### src/rtl/bpred_update_ctrl.sv
// bpred_update_ctrl
// -----------------
// Write-port scheduler for the branch predictor counter and BTB tables.
// After reset it sweeps both tables to a known state (counters weakly
// not-taken, BTB targets zero). It buffers execute-stage resolution updates
// in a small FIFO. It then arbitrates the single shared write port between
// buffered updates and external BTB preload requests. All write strobes are
// registered so they can drive the table RAMs directly.
//
// Parameters
//   IDX_W       table index width (2^IDX_W entries per table)
//   FIFO_DEPTH  update FIFO depth, power of two in 2..16
//
// Ports
//   clk, reset                   clock, asynchronous active-high reset
//   execute_bpredictor_*         resolved-branch update from execute
//   upd_ready                    FIFO not full (combinational)
//   preload_wren/idx/target      BTB preload request, held until acked
//   preload_ack                  one-cycle grant pulse for a preload
//   cnt_we/cnt_widx/cnt_wdata    counter table write port
//   btb_we/btb_widx/btb_wdata    BTB write port (target[31:2])
//   init_busy                    clear sweep in progress
//   soin_bpredictor_debug_sel    statistics select
//   upd_debug                    selected statistic
//
// Build option
//   BPRED_UPD_STATS_EN  when defined, adds saturating counters for accepted,
//                       mispredicted and dropped updates, readable on
//                       upd_debug. When undefined, upd_debug is tied to 0.

module bpred_update_ctrl #(
  parameter int IDX_W      = 10,
  parameter int FIFO_DEPTH = 4
) (
  input  logic              clk,
  input  logic              reset,
  input  logic              execute_bpredictor_update,
  input  logic [31:0]       execute_bpredictor_PC4,
  input  logic [31:0]       execute_bpredictor_target,
  input  logic              execute_bpredictor_dir,
  input  logic              execute_bpredictor_miss,
  input  logic [1:0]        execute_bpredictor_cnt,
  output logic              upd_ready,
  input  logic              preload_wren,
  input  logic [IDX_W-1:0]  preload_idx,
  input  logic [29:0]       preload_target,
  output logic              preload_ack,
  output logic              cnt_we,
  output logic [IDX_W-1:0]  cnt_widx,
  output logic [1:0]        cnt_wdata,
  output logic              btb_we,
  output logic [IDX_W-1:0]  btb_widx,
  output logic [29:0]       btb_wdata,
  output logic              init_busy,
  input  logic [1:0]        soin_bpredictor_debug_sel,
  output logic [31:0]       upd_debug
);

  localparam int PTR_W = (FIFO_DEPTH > 1) ? $clog2(FIFO_DEPTH) : 1;
  localparam logic [PTR_W:0] FULL_COUNT = (PTR_W+1)'(FIFO_DEPTH);

  typedef enum logic {
    ST_CLEAR = 1'b0,
    ST_RUN   = 1'b1
  } state_t;

  typedef struct packed {
    logic [IDX_W-1:0] idx;
    logic [29:0]      target;
    logic             dir;
    logic             miss;
    logic [1:0]       cnt;
  } upd_entry_t;

  state_t state, state_nxt;
  logic [IDX_W-1:0] sweep, sweep_nxt;
  logic last_grant_pre, last_grant_pre_nxt;

  logic             cnt_we_nxt, btb_we_nxt, preload_ack_nxt, init_busy_nxt;
  logic [IDX_W-1:0] cnt_widx_nxt, btb_widx_nxt;
  logic [1:0]       cnt_wdata_nxt;
  logic [29:0]      btb_wdata_nxt;

  upd_entry_t       fifo_mem [FIFO_DEPTH];
  logic [PTR_W-1:0] rd_ptr, wr_ptr;
  logic [PTR_W:0]   fifo_count;
  upd_entry_t       new_entry, head;
  logic             push, pop, fifo_empty;
  logic             grant_pre, grant_fifo;

  function automatic logic [1:0] sat_update(input logic [1:0] c, input logic taken);
    logic [1:0] r;
    r = c;
    if (taken) begin
      if (c != 2'b11) r = c + 2'b01;
    end else begin
      if (c != 2'b00) r = c - 2'b01;
    end
    return r;
  endfunction

  // The table index is taken from PC+4 minus one word, so that it names
  // the branch itself. PC4 = 0 wraps to the top entry.
  always_comb begin
    new_entry        = '0;
    new_entry.idx    = execute_bpredictor_PC4[IDX_W+1:2] - IDX_W'(1);
    new_entry.target = execute_bpredictor_target[31:2];
    new_entry.dir    = execute_bpredictor_dir;
    new_entry.miss   = execute_bpredictor_miss;
    new_entry.cnt    = execute_bpredictor_cnt;
  end

  assign upd_ready  = (fifo_count != FULL_COUNT);
  assign fifo_empty = (fifo_count == '0);
  assign push       = execute_bpredictor_update && upd_ready;
  assign head       = fifo_mem[rd_ptr];

  // Round-robin between the two sources. A preload loses only when the
  // previous grant was also a preload and an update is waiting.
  always_comb begin
    grant_pre  = (state == ST_RUN) && preload_wren &&
                 !(!fifo_empty && last_grant_pre);
    grant_fifo = (state == ST_RUN) && !fifo_empty && !grant_pre;
  end

  assign pop = grant_fifo;

  always_ff @(posedge clk) begin
    if (push) fifo_mem[wr_ptr] <= new_entry;
  end

  always_ff @(posedge clk or posedge reset) begin
    if (reset) begin
      rd_ptr     <= '0;
      wr_ptr     <= '0;
      fifo_count <= '0;
    end else begin
      if (push) wr_ptr <= wr_ptr + PTR_W'(1);
      if (pop)  rd_ptr <= rd_ptr + PTR_W'(1);
      case ({push, pop})
        2'b10:   fifo_count <= fifo_count + (PTR_W+1)'(1);
        2'b01:   fifo_count <= fifo_count - (PTR_W+1)'(1);
        default: fifo_count <= fifo_count;
      endcase
    end
  end

  always_comb begin
    state_nxt          = state;
    sweep_nxt          = sweep;
    last_grant_pre_nxt = last_grant_pre;
    cnt_we_nxt         = 1'b0;
    cnt_widx_nxt       = '0;
    cnt_wdata_nxt      = 2'b00;
    btb_we_nxt         = 1'b0;
    btb_widx_nxt       = '0;
    btb_wdata_nxt      = '0;
    preload_ack_nxt    = 1'b0;
    // init_busy lags the state by one edge, so it drops in the cycle
    // after the final clear write.
    init_busy_nxt      = (state == ST_CLEAR);
    case (state)
      ST_CLEAR: begin
        cnt_we_nxt    = 1'b1;
        cnt_widx_nxt  = sweep;
        cnt_wdata_nxt = 2'b01;
        btb_we_nxt    = 1'b1;
        btb_widx_nxt  = sweep;
        sweep_nxt     = sweep + IDX_W'(1);
        if (sweep == '1) state_nxt = ST_RUN;
      end
      ST_RUN: begin
        if (grant_pre) begin
          btb_we_nxt         = 1'b1;
          btb_widx_nxt       = preload_idx;
          btb_wdata_nxt      = preload_target;
          preload_ack_nxt    = 1'b1;
          last_grant_pre_nxt = 1'b1;
        end else if (grant_fifo) begin
          cnt_we_nxt         = 1'b1;
          cnt_widx_nxt       = head.idx;
          cnt_wdata_nxt      = sat_update(head.cnt, head.dir);
          btb_we_nxt         = head.dir;
          btb_widx_nxt       = head.idx;
          btb_wdata_nxt      = head.target;
          last_grant_pre_nxt = 1'b0;
        end
      end
      default: state_nxt = ST_CLEAR;
    endcase
  end

  always_ff @(posedge clk or posedge reset) begin
    if (reset) begin
      state          <= ST_CLEAR;
      sweep          <= '0;
      last_grant_pre <= 1'b0;
      cnt_we         <= 1'b0;
      cnt_widx       <= '0;
      cnt_wdata      <= 2'b00;
      btb_we         <= 1'b0;
      btb_widx       <= '0;
      btb_wdata      <= '0;
      preload_ack    <= 1'b0;
      init_busy      <= 1'b1;
    end else begin
      state          <= state_nxt;
      sweep          <= sweep_nxt;
      last_grant_pre <= last_grant_pre_nxt;
      cnt_we         <= cnt_we_nxt;
      cnt_widx       <= cnt_widx_nxt;
      cnt_wdata      <= cnt_wdata_nxt;
      btb_we         <= btb_we_nxt;
      btb_widx       <= btb_widx_nxt;
      btb_wdata      <= btb_wdata_nxt;
      preload_ack    <= preload_ack_nxt;
      init_busy      <= init_busy_nxt;
    end
  end

`ifdef BPRED_UPD_STATS_EN
  logic [15:0] stat_accepted, stat_missed, stat_dropped;
  logic        drop;
  logic        unused_bits;

  assign drop = execute_bpredictor_update && !upd_ready;

  always_ff @(posedge clk or posedge reset) begin
    if (reset) begin
      stat_accepted <= '0;
      stat_missed   <= '0;
      stat_dropped  <= '0;
    end else begin
      if (push && stat_accepted != 16'hFFFF)
        stat_accepted <= stat_accepted + 16'd1;
      if (push && execute_bpredictor_miss && stat_missed != 16'hFFFF)
        stat_missed <= stat_missed + 16'd1;
      if (drop && stat_dropped != 16'hFFFF)
        stat_dropped <= stat_dropped + 16'd1;
    end
  end

  always_comb begin
    upd_debug = 32'h0;
    case (soin_bpredictor_debug_sel)
      2'd0:    upd_debug = {16'h0, stat_accepted};
      2'd1:    upd_debug = {16'h0, stat_missed};
      2'd2:    upd_debug = {16'h0, stat_dropped};
      default: upd_debug = 32'({fifo_count, state});
    endcase
  end

  assign unused_bits = ^{execute_bpredictor_PC4[31:IDX_W+2],
                         execute_bpredictor_PC4[1:0],
                         execute_bpredictor_target[1:0], head.miss};
`else
  logic unused_bits;

  assign upd_debug   = 32'h0;
  assign unused_bits = ^{execute_bpredictor_PC4[31:IDX_W+2],
                         execute_bpredictor_PC4[1:0],
                         execute_bpredictor_target[1:0], head.miss,
                         soin_bpredictor_debug_sel};
`endif

endmodule

### config.mk
export PLATFORM = sky130hd
export DESIGN_NAME = bpred_update_ctrl
export DESIGN_NICKNAME = d
export VERILOG_FILES = /design/src/rtl/bpred_update_ctrl.sv
export SDC_FILE = /design/constraint.sdc
export NUM_CORES = 1
export LEC_CHECK = 0
export BUFFER_PORTS_ARGS = -buffer_cell sky130_fd_sc_hd__buf_4
export CAP_MARGIN = 25
export CORE_ASPECT_RATIO = 1.75
export CORE_MARGIN = 2
export CORE_UTILIZATION = 49
export DETAILED_ROUTE_END_ITERATION = 8
export GPL_ROUTABILITY_DRIVEN = 0
export PLACE_DENSITY = 0.74
export SETUP_SLACK_MARGIN = 0.05
export SLEW_MARGIN = 10
export SYNTH_ARGS = -nofsm -noshare
export SYNTH_HDL_FRONTEND = slang
export SYNTH_SLANG_ARGS = --single-unit
### constraint.sdc
create_clock -name clk -period 2.5 [get_ports clk]
set_input_delay 0.5 -clock clk [delete_from_list [all_inputs] [get_ports clk]]
set_output_delay 0.5 -clock clk [all_outputs]
set_load 0.01 [all_outputs]
# Word level (Yosys, flattened, before mapping)
# Memory sizes are Yosys's and may differ from the RTL's.
# Cells that the tools add are included.
# word_totals
regBits,75
mem_bits_rw,176
wordCells,72
n_memories,1
# memory_table
memory,depth,word_bits,read_ports,rd_clocked_by_memory_dff,write_ports,line_no,text
fifo_mem,4,44,1,0,1,84,upd_entry_t fifo_mem [FIFO_DEPTH];
# op_classes
n_addsub,8
eq_ne,5
n_mux,29
bitwise,1
n_reduce_logical,14
# op_table
op,count
$mux 30,3
$pmux 10 s2,2
$mux 10,3
$mux 1,12
$add 10x1->10 const B,1
$eq 10x10->1 const B,1
$mux 2,5
$sub 10x1->10 const B,1
$add 2x1->2 const B,3
$logic_and 1x1->1,6
$pmux 3 s2,1
$reduce_bool 2->1,3
$pmux 1 s2,2
$pmux 2 s2,1
$add 3x1->3 const B,1
$logic_not 1->1,3
$logic_not 3->1,1
$ne 3x3->1 const B,1
$sub 3x1->3 const B,1
$eq 2x1->1 const B,1
$eq 2x2->1 const B,1
$ne 2x2->1 const B,1
$reduce_and 2->1,1
$sub 2x1->2 const B,1
$not 1->1,1

# Longest topological paths before layout
# logic_depth
ltp_word,10
depth_mapped,11
mapped_depth_nobuf,9

# Worst setup path before layout
# Ideal clock, no wire load.
# synth_timing
kind,register -> register
start,register fifo_count[0]
end,register fifo_count[2]
setup_time_ps,79
arrival_time_ps,2102
path_slack_ps,319
path_stages_with_launch,10
synth_period_minus_slack_ps,2181
cell_sequence,dfrtp_1 or3b_1 and2_1 inv_1 ha_1 inv_1 fa_1 xor2_1 nor2_1 xor2_1
# synth_lines
item,line_no,text
"start, declared",86,logic [PTR_W:0] fifo_count;
"start signal, assigned",141,2'b10: fifo_count <= fifo_count + (PTR_W+1)'(1);
"start signal, assigned",142,2'b01: fifo_count <= fifo_count - (PTR_W+1)'(1);
"start signal, assigned",143,default: fifo_count <= fifo_count;
$ne 3x3->1 *,113,assign upd_ready = (fifo_count != FULL_COUNT);
net upd_ready,43,"output logic upd_ready,"
$logic_and 1x1->1 *,115,assign push = execute_bpredictor_update && upd_ready;
$eq 2x1->1 or $eq 2x2->1 (tied branches),140,"case ({push, pop})"
$pmux 3 s2 or $reduce_bool 2->1 (tied branches),n/a,
# The timed path passes the listed nets; every way through them passes the cells marked *.
# A chain may end at the register's enable or synchronous reset.

# Worst setup path in the final report
# layout_timing
start,register fifo_count[0]
end,register fifo_count[2]
# layout_via
elab_chain_len,9
# layout_lines
item,line_no,text
$logic_not 3->1,114,assign fifo_empty = (fifo_count == '0);
$logic_not 1->1,"122, 123",
$logic_and 1x1->1,122,!(!fifo_empty && last_grant_pre);
$logic_not 1->1,122,
$logic_and 1x1->1,121,grant_pre = (state == ST_RUN) && preload_wren &&
$logic_not 1->1,123,grant_fifo = (state == ST_RUN) && !fifo_empty && !grant_pre;
$logic_and 1x1->1,123,
$eq 2x1->1 or $eq 2x2->1 (tied branches),140,
$pmux 3 s2 or $reduce_bool 2->1 (tied branches),n/a,
# Parallel ways exist; a longest one is shown, timed or not.

==> out/results.ini <==
[clock_network]
clk_pin_slew_worst_paths_ns=0.06
cts_buffers=22
root_buffer=clkbuf_16
post_cts_buffers=0
clock_sinks=247
cts_tree=yes
cts_max_level=1
clock_latency_ns=0.51
clk_path_buf_depth=3
cts_resized=0
cts_hold_buf=0

[worst_setup_path]
start_kind=flop
cp.required_ns=2.92
r2r_end=fifo_count[2]
worstSetupEndpointType=flop
crit_arrival_ns=2.66
rrSetupSlack_ns=0.27
worstPathMaxFanout=6
reg2reg_depth=9
path_class=flop to flop
r2r_start=fifo_count[0]

[timing]
setup_slack_ns=0.2664
rsz0062_at_grt=false
skew_ns=0.009786
final.period_utilization=0.8934
worst-slew-pin-transition_ns=0.6188
clock.fmax_mhz=447.7
maxSlewHeadroom=0.5870
hold_ws_ns=0.06631
final-max-slew-violation-count=0
fin_setup_tns_ns=0
final-hold-violation-count=0
finalSetupViolCount=0
min_period_ns=2.234

[route]
ant_nets=0
drt_iter0_drc=169
dr.pass1.iters=4
wl_per_cell_um=19.90
num_vias=4886
drcViolationCount=0
finalWirelength_mm=18.27
detail_route.vias_per_cell=5.322

[job]
maxCapViolations=0

[synthesis]
ys_seq_elements=247
dominantRegCellSynth=edfxtp_1
synth.area.mux_share=0.1067
synth_cells=502
yosys.area_share.simple=0.03145
synthArstFlopShare=0.3036
synth-compound-area-share=0.05271
avgSynthCellArea_um2=19.10
synth-xor-area-share=0.01918
synthAdderAreaFrac=0.01122
netlist-cell-type-count=43
synth_seq_area_share=0.7345
ys.warnings.count=0
syn_area_um2=9589
synth_edf_count=172
synth_top_family_by_area=multiplexers

[layout]
stdcell_count=918
ff_latch_area_um2=7048
multi_input_area_um2=2257
postLayoutCellArea_um2=11700
drive_gt1_frac=0.3678
final_core_util=0.6092
area_growth_syn_to_layout_pct=21.96
nFillCells=1386
final_nets=783
antennaDiodeCount=0

[power_and_ir_drop]
p_clk_frac=0.358
power_frac_comb=0.111
p_seq_frac=0.531
total_power_mw=9.802
swShare=0.2308
power_density_nw_per_um2=838.1
power_switching_mw=2.262
leakage_nw=4.690
p_int_mw=7.540
max-vdd-ir-drop_uv=628.5

[place]
place_ws_ns=0.1703
io_buffers=143
dpl_cell_area_um2=10920
place_inst=878
hpwl_mm=11.65

[floorplanning]
start_util=0.4995
die_y_um=189.1
die_x_um=109.8
num_io_pins=203
core-area_um2=19200
die_area_um2=20750
rows=67

[global_routing]
grt_pass1_vias=5385
grtUsageTotal=0.1828
grt-ovfl-total=0
grt_pass1_wl_mm=28.34
antenna_found_initial=0
grt_max_degree=46

[status]
status=complete, no violations

[worst_hold_path]
hp-class=primary input to asynchronous set/reset pin

[layout by cell type, fill, tap and decap left out, drive strengths merged, types with 2 or more instances in the layout]
cell type / instances
a22o: 30
and2: 2
buf: 159
conb: 32
ha: 7
clkinv: 6
nor2: 6
o21ai: 2
clkbuf: 26
or3: 2
xor2: 9
and3: 4
nand2: 8
nand3: 5
a41o: 10
mux2: 2
o31ai: 2
a21o: 10
inv: 14
bufinv: 3
xnor2: 12
nor2b: 12
nand4: 3
or4: 2
edfxtp: 172
mux4: 43
clkinvlp: 4
dfrtp: 74
a21oi: 3
nor4: 2
[cell families (layout without fill, tap and decap cells)]
family,Yosys count,after routing
buffers and inverters,68,212
other,1,32
DFF,247,247
xor gates and xnor gates,21,21
and+or+nand+nor,52,52
adders and majority gates,8,8
AOI/OAI and AO/OA,59,59
muxes,46,46
[worst max-delay path, stage by stage, from the launching register on]
cell and delay (ns):
dfrtp_1 0.43, or3b_4 0.45, and2_1 0.22, inv_1 0.07
ha_1 0.17, inv_1 0.06, fa_1 0.37, xor2_1 0.15
nor2_1 0.11, xor2_1 0.15
[routing by layer]
metal	vias up	part of all wire	wire (um)	global-route usage
met5	-	0	0	0
met2	171	0.56	10240	0.3388
met1	2471	0.36	6502	0.2066
met4	0	0.027	490	0.06767
li1	2209	-	-	-
met3	35	0.057	1039	0.02892
[worst max path at each step]
stage                  start             to  slack, ns
2_1_floorplan          reset   btb_wdata[0]       0.09
3_3_place_gp   fifo_count[0]  fifo_count[2]       0.28
3_5_place_dp   fifo_count[0]  fifo_count[2]       0.17
4_1_cts        fifo_count[0]  fifo_count[2]       0.17
5_1_grt        fifo_count[0]  fifo_count[2]       0.09
6_report       fifo_count[0]  fifo_count[2]       0.27
[registers in the layout, indices dropped and copies added, names as in the netlist, 2 cells and up]
name and cells:
btb_widx 10, btb_wdata 30, fifo_count 3, cnt_widx 10, fifo_mem 172, rd_ptr 2
wr_ptr 2, sweep 10, cnt_wdata 2
[synthesized netlist by cell type, types with 3 or more instances]
| library cell | number | area, um^2 |
|---|---|---|
| nand2_1 | 8 | 30.03 |
| buf_2 | 15 | 75.07 |
| mux4_2 | 37 | 833.3 |
| ha_1 | 7 | 87.58 |
| inv_1 | 13 | 48.80 |
| buf_4 | 35 | 262.8 |
| dfrtp_1 | 74 | 1852 |
| xnor2_1 | 12 | 105.1 |
| nand3_1 | 4 | 20.02 |
| a21o_1 | 10 | 75.07 |
| nand4_1 | 3 | 18.77 |
| xor2_1 | 9 | 78.83 |
| mux4_1 | 6 | 157.7 |
| nor2_1 | 6 | 22.52 |
| nor2b_1 | 12 | 75.07 |
| a41o_1 | 10 | 100.1 |
| clkbuf_1 | 3 | 11.26 |
| and3_1 | 4 | 25.02 |
| edfxtp_1 | 172 | 5165 |
| a22o_1 | 30 | 262.8 |
[power groups by stage]
stage	Sequential, mW	Clock, mW	Combinational [mW]
after global placement	5.24	0	1.06
after floorplan	5.25	0	0.639
final	5.20	3.51	1.08
after detailed placement	5.29	0	1.09
after global routing	5.25	3.75	1.19
after CTS	5.21	3.60	1.10
[final cells by class]
type | instances | area share
Multi-Input combinational cell | 218 | 0.1930
Timing Repair Buffer | 159 | 0.1085
Sequential cell | 247 | 0.6027
Inverter | 13 | 0.004279
Clock inverter | 14 | 0.01391
Clock buffer | 26 | 0.05189
Tap cell | 241 | 0.02578
Note: power is estimated with default switching activity, not from simulation.
